### src/rtl/alu_result_fifo.sv
// Result buffer behind the ALU arithmetic unit: captures {Carry_OUT, Arith_OUT}
// on Arith_Flag and presents them FIFO-ordered over a valid/ready handshake.
module alu_result_fifo #(
   parameter int unsigned Width = 16,
   parameter int unsigned Depth = 4,
   localparam int unsigned AW = $clog2(Depth)
) (
   input  logic             CLK,
   input  logic             RST,
   input  logic [Width-1:0] Arith_OUT,
   input  logic             Carry_OUT,
   input  logic             Arith_Flag,
   input  logic             Out_Ready,
   input  logic             Clr_Ovf,
   output logic             Out_Valid,
   output logic [Width-1:0] Out_Data,
   output logic             Out_Carry,
   output logic [AW:0]      Count,
   output logic             Full,
   output logic             Overflow
);

   localparam logic [AW:0] DEPTH_C = (AW + 1)'(Depth);

   logic [Width:0]  mem_q [Depth];
   logic [AW-1:0]   wr_q, wr_d;
   logic [AW-1:0]   rd_q, rd_d;
   logic [AW:0]     cnt_q, cnt_d;
   logic            ovf_q, ovf_d;
   logic            pop, push, drop;
   logic [Width:0]  head;

   assign Out_Valid = (cnt_q != '0);
   assign Full      = (cnt_q == DEPTH_C);
   assign Count     = cnt_q;
   assign Overflow  = ovf_q;
   assign head      = mem_q[rd_q];
   // Storage is never cleared, so the head is masked to 0 while empty.
   assign Out_Data  = Out_Valid ? head[Width-1:0] : '0;
   assign Out_Carry = Out_Valid ? head[Width] : 1'b0;

   always_comb begin
      pop   = Out_Valid & Out_Ready;
      push  = Arith_Flag & (~Full | pop);
      drop  = Arith_Flag & Full & ~pop;
      wr_d  = wr_q;
      rd_d  = rd_q;
      cnt_d = cnt_q;
      ovf_d = ovf_q;
      if (push) wr_d = wr_q + 1'b1;
      if (pop)  rd_d = rd_q + 1'b1;
      if (push && !pop)      cnt_d = cnt_q + 1'b1;
      else if (pop && !push) cnt_d = cnt_q - 1'b1;
      if (drop)         ovf_d = 1'b1;
      else if (Clr_Ovf) ovf_d = 1'b0;
   end

   always_ff @(posedge CLK) begin
      if (!RST) begin
         wr_q  <= '0;
         rd_q  <= '0;
         cnt_q <= '0;
         ovf_q <= 1'b0;
      end else begin
         wr_q  <= wr_d;
         rd_q  <= rd_d;
         cnt_q <= cnt_d;
         ovf_q <= ovf_d;
      end
   end

   always_ff @(posedge CLK) begin
      if (RST && push) mem_q[wr_q] <= {Carry_OUT, Arith_OUT};
   end

endmodule
### config.mk
export PLATFORM = sky130hd
export DESIGN_NAME = alu_result_fifo
export DESIGN_NICKNAME = d
export VERILOG_FILES = /design/src/rtl/alu_result_fifo.sv
export SDC_FILE = /design/constraint.sdc
export NUM_CORES = 1
export LEC_CHECK = 0
export BUFFER_PORTS_ARGS = -buffer_cell sky130_fd_sc_hd__buf_4
export CAP_MARGIN = 30
export CORE_MARGIN = 8
export CORE_UTILIZATION = 51
export CTS_CLUSTER_DIAMETER = 150
export DETAILED_ROUTE_END_ITERATION = 7
export PLACE_DENSITY_LB_ADDON = 0.15
export SLEW_MARGIN = 5
export SYNTH_ARGS = -nofsm -noshare
export SYNTH_HDL_FRONTEND = slang
export SYNTH_SLANG_ARGS = --single-unit
### constraint.sdc
create_clock -name CLK -period 1.92 [get_ports CLK]
set_input_delay 0 -clock CLK [delete_from_list [all_inputs] [get_ports CLK]]
set_output_delay 0 -clock CLK [all_outputs]
set_load 0.02 [all_outputs]
==> run summary, run 1 <==
gpl congestion: 0.723
CP max FO: 6
Synth-to-Final Area Change: 29.0%
clock share of power: 21.4%
IO buf count: 44
initial core utilization: 51.7%
Tcrit/Tclk final: 103%
DRC Markers: 0
Fin. Hold Viols: 0
Power, Total: 5.42 mW
Die Width: 95.3 um
CP max stage cell: dfxtp_4
worst vdd ir: 0.706 mV
CP Capture Type: flip-flop
Die Ht: 95.3 um
clock-pin slew on the worst setup and hold paths: 0.07 ns
Max-Cap Viols: 0
Seq pwr share: 38.8%
Final Max Slew Viols: 0
most common cell after layout, fill and taps aside: edfxtp_1
NetSw: 1.76 mW
outcome: finished, violations left
initial antenna violation count: 0
endpoints failing setup: 1
area leader, netlist: edfxtp_1
worst slew pin tran: 0.282 ns
static leakage: 1.52 nW
Gate power share: 39.9%
vias per cell: 5.16
DP Worst Slack: -0.0749 ns
number of diodes: 0
placed cell area: 3730 um2
fin nets: 271
antenna-violating nets left: 0
Post-Synthesis Net Count: 190
clock root cell: clkbuf_8
deepest clock path buffer count: 2
failing checks: setup timing
critical path class: flip-flop to flip-flop
number of global-route vias before repair: 1878
I/O pin count: 45
HP Start: Out_Ready
first-pass GRT wire length: 9270 um
final non-filler cell area: 4140 um2
row cnt: 29
max incr delay on CP: 0.37 ns
Reg2Reg Depth: 8
Post-Syn Instances: 162
Syn Area/Cell: 19.8 um2
clock buffer count from CTS: 9
Core Util, Final: 66.7%
area fraction of the dominant cell type after synthesis: 63.6%
Hold Crit Class: primary input to flip-flop
Worst-Skew Late Latency: 0.34 ns
Slew Limit Headroom: 81.2%
Worst EP required: 2.18 ns
CP Cell Sequence: nor3b_4, a21boi_2, ha_2, inv_2, fa_2, xor2_1, or3_1, a21boi_1
most frequent cells in the layout: 68 x edfxtp_1, 54 x buf_4, 20 x dlygate4sd3_1
number of synthesized register bits: 78
reg-to-reg startpoint: Count[2]
Core Area: 6200 um2
switching part of the total power: 32.6%
warnings from Yosys: 0
DP Wirelength: 3760 um
WL/cell: 17.8 um
hold path depth: 4
Clock Skews: 0.00727 ns
Worst R2R Setup Slack: -0.05 ns
pin count of the biggest net entering global routing: 18
fraction of layout cells with a size suffix above 1: 40.7%
Final Critical Period: 1.97 ns
DR pass1 iterations: 4
Unique masters post-synth: 29
DRT Wirelength: 5790 um
DR iter-0 viols: 81
vias: 1677
CTS tree: built
clock sink count: 78
power density over the cells: 1310 nW/um2
P_int: 3.66 mW
total die area: 9090 um2
grt total ovfl: 0
Arrival @ worst endpoint: 2.23 ns
Post-Syn Area: 3210 um2
gr usage total: 14.0%
fmax: 507 MHz
Setup crit start kind: flip-flop
post-synthesis sequential area ratio: 69.8%
RSZ-0062 raised after global routing: true
synth top area cells: edfxtp_1 64%, mux4_2 7.7%, dfxtp_1 6.2%
H-tree depth: 3
fillers: 422
final worst slack: -0.0514 ns
r2r endpoint: Count[2]
## stage by stage
step	instances	hold slack [ns]	setup TNS (ns)
after floorplan	162	0.0989	-0.101
after global placement	288	0.198	0
after detailed placement	288	0.202	-0.0749
after CTS	325	0.0738	-0.0449
after global routing	325	0.127	-0.130
final	325	0.0883	-0.0514
## power groups by stage
stage | combinational (mW) | sequential (mW) | clock [mW]
final | 2.16 | 2.10 | 1.16
after global routing | 2.33 | 2.12 | 1.25
after global placement | 2.09 | 2.12 | 0
after detailed placement | 2.15 | 2.13 | 0
after CTS | 2.21 | 2.10 | 1.18
after floorplan | 1.40 | 2.14 | 0
## synth_stat cells
library cell and count:
o31ai_2 1, o21ai_0 2, or3_1 2, edfxtp_1 68, fa_1 1, a21boi_2 1, nor2b_4 10, buf_6 1
a21boi_0 1, and3_1 4, ha_1 5, nor3b_2 1, a21boi_1 1, buf_2 3, buf_4 1, a32oi_1 1
and2_1 3, xor2_1 1, mux4_1 6, xnor2_1 2, inv_1 6, buf_12 1, mux4_2 11, nor3_1 1
mux2i_1 3, dfxtp_1 10, nor2b_1 9, clkbuf_1 1, nand2_1 5
## timing repair
item	CTS	global route
setup buffers	1	0
gates resized for setup	2	0
setup endpoints to repair	1	1
endpoints found under the hold margin	76	0
pin swaps	1	0
hold buffers	20	0
## cell type report
type | instances | area [um2] | area share, %
multi-input combinational | 71 | 913 | 22.1
tap | 77 | 96.3 | 2.33
clock inverter | 6 | 61.3 | 1.48
inverter | 6 | 22.5 | 0.544
sequential | 78 | 2250 | 54.4
timing repair buffer | 77 | 666 | 16.1
clock buffer | 10 | 128 | 3.08
## cells by family after synthesis
| logic type | synth area share (%) |
|---|---|
| adder cells (fa/ha/maj) | 2.57 |
| XOR/XNOR | 0.819 |
| AND/OR/NAND/NOR | 8.92 |
| AO/OA/AOI/OAI | 1.79 |
| buffers and inverters | 2.49 |
| flip-flops | 69.8 |
| multiplexers | 13.6 |
## critical path: cells and delay by family (launching register included)
family                   cells  cell delay (ns)
flip-flops                   1             0.37
XOR/XNOR                     1             0.16
adder cells (fa/ha/maj)      2             0.54
AND/OR/NAND/NOR              2             0.49
buffers and inverters        1             0.04
AO/OA/AOI/OAI                2             0.30
## flip-flops by register name, indices dropped and copies added, names as in the netlist, named ones only
name,flops
rd_q,2
wr_q,2
mem_q,68
Overflow,1
Count,3
## how the worst max path moves through the flow
stage,start,end,slack (ns),cells after the start
after detailed placement,Count[2],Count[2],-0.07,7
after global placement,Count[2],Count[2],0.07,7
after global routing,Count[2],Count[2],-0.13,8
after CTS,Count[2],Count[2],-0.04,8
after floorplan,Count[2],Count[2],-0.10,8
final,Count[2],Count[2],-0.05,8
## routing by layer
metal | GRT usage (%) | part of all wire (%) | vias up
met1 | 14.1 | 39 | 838
met2 | 26.1 | 54 | 38
li1 | - | - | 792
met4 | 6.63 | 1.5 | 0
met5 | 0 | 0 | -
met3 | 3.62 | 5.3 | 9
Note: power is estimated with default switching activity, not from simulation.
==> run 2: changes to the inputs <==
CORE_MARGIN = 3   (was 8)
==> run 2 against run 1 <==
The run now ends clean. Non-clock buffer count increased by 3. Global-route usage is 3.0 points higher. Sequential power about the same. Critical endpoint unchanged.
==> run summary, run 2 (synthesis gave the netlist of run 1 again) <==
Core Area: 6030 um2
DRT Wirelength: 5620 um
GR Layer Usage met3: 4.27%
CTS tree: built
worst vdd ir: 0.779 mV
DR pass1 iterations: 4
Hold Crit Class: primary input to flip-flop
Die Ht: 85.3 um
HP Start: Out_Ready
met1 Use GR: 20.4%
gpl congestion: 0.794
CP Capture Type: flip-flop
Worst-Skew Late Latency: 0.34 ns
Arrival @ worst endpoint: 2.18 ns
grt total ovfl: 0
Fin. Hold Viols: 0
fmax: 524 MHz
clock root cell: clkbuf_8
switching part of the total power: 32.7%
DRC Markers: 0
Slew Limit Headroom: 77.7%
P_int: 3.50 mW
hold path depth: 4
Tcrit/Tclk final: 99.5%
power density over the cells: 1280 nW/um2
fin nets: 274
Setup crit start kind: flip-flop
clock-pin slew on the worst setup and hold paths: 0.07 ns
clock sink count: 78
DP Wirelength: 3760 um
H-tree depth: 3
vias: 1684
clock buffer count from CTS: 9
fraction of layout cells with a size suffix above 1: 40.4%
total die area: 7280 um2
Core Util, Final: 67.7%
pin count of the biggest net entering global routing: 16
Final Critical Period: 1.91 ns
Final Max Slew Viols: 0
initial core utilization: 53.3%
Top reg by flops: mem_q
number of global-route vias before repair: 1831
endpoints failing setup: 0
WL/cell: 17.3 um
gr usage total: 16.9%
number of diodes: 0
Power, Total: 5.20 mW
Seq pwr share: 40.4%
GR Layer Usage met2: 28.1%
DR iter-0 viols: 61
Die Width: 85.3 um
vias per cell: 5.18
critical path class: flip-flop to flip-flop
NetSw: 1.70 mW
Max-Cap Viols: 0
CP max FO: 3
reg-to-reg startpoint: Count[2]
RSZ-0062 raised after global routing: true
deepest clock path buffer count: 2
Worst EP required: 2.19 ns
Clock Skews: 0.00777 ns
I/O pin count: 45
outcome: complete, no violations
Reg2Reg Depth: 8
Worst R2R Setup Slack: 0.01 ns
busiest grt layer: met2
Synth-to-Final Area Change: 27.1%
fillers: 408
Gate power share: 41.0%
r2r endpoint: Count[2]
antenna-violating nets left: 0
first-pass GRT wire length: 9010 um
most frequent cells in the layout: 68 x edfxtp_1, 60 x buf_4, 20 x dlygate4sd3_1
initial antenna violation count: 0
IO buf count: 44
worst slew pin tran: 0.334 ns
clock share of power: 18.6%
Largest register FFs: 68
most common cell after layout, fill and taps aside: edfxtp_1
static leakage: 1.52 nW
row cnt: 28
[run 2: changes by cell type in the layout (fill, tap and decap cells not counted), sizes merged]
cell      change
inv           -1
bufinv        -1
clkbuf        +2
clkinvlp      -2
buf           +3
clkinv        +1
[run 2: cell type report]
type	count	area [um2]	area share [%]
inverter	6	22.5	0.552
tap	75	93.8	2.30
clock inverter	3	12.5	0.307
timing repair buffer	80	651	15.9
multi-input combinational	71	913	22.4
sequential	78	2250	55.2
clock buffer	12	135	3.31
[run 2: how the worst max path moves through the flow]
stage | startpoint | end | slack, ns | depth (start not counted)
2_1_floorplan | Count[2] | Count[2] | -0.10 | 8
3_3_place_gp | Count[2] | Count[2] | 0.07 | 7
3_5_place_dp | Count[2] | Count[2] | -0.04 | 7
4_1_cts | Count[2] | Count[2] | -0.02 | 8
5_1_grt | Count[2] | Count[2] | -0.05 | 8
6_report | Count[2] | Count[2] | 0.01 | 8
[run 2: what timing repair did]
action | in CTS | in global routing
endpoints found under the setup margin | 1 | 1
buffers inserted | 1 | 0
endpoints found under the hold margin | 77 | 0
pin swaps | 2 | 1
resized for setup | 2 | 0
hold buffers | 20 | 0
[run 2: power groups by stage]
stage | logic (mW) | registers, mW | clock network, mW
floorplan | 1.40 | 2.14 | 0
global placement | 2.05 | 2.12 | 0
detailed placement | 2.10 | 2.14 | 0
CTS | 2.17 | 2.11 | 1.00
global route | 2.28 | 2.12 | 1.08
finish | 2.13 | 2.10 | 0.968
[run 2: layer usage]
layer	vias up	routed length, um
li1	792	-
met1	840	2330
met2	39	2900
met3	13	247
met4	0	142
met5	-	0
[run 2: per-stage QoR]
step                area [um2]  worst slack [ns]  hold WS (ns)  setup TNS (ns)  std cells
floorplan                 3230            -0.101        0.0989          -0.101        162
global placement          3720            0.0724         0.198               0        289
detailed placement        3720           -0.0360         0.205         -0.0360        289
CTS                       4080           -0.0210        0.0724         -0.0210        325
global route              4080           -0.0538         0.102         -0.0538        325
finish                    4080           0.00984        0.0872               0        325
[run 2: critical path: stages (launching register included)]
cell	delay, ns
dfxtp_4	0.36
nor3b_4	0.16
a21boi_2	0.16
ha_2	0.22
inv_2	0.04
fa_2	0.33
xor2_1	0.15
or3_1	0.30
a21boi_1	0.12
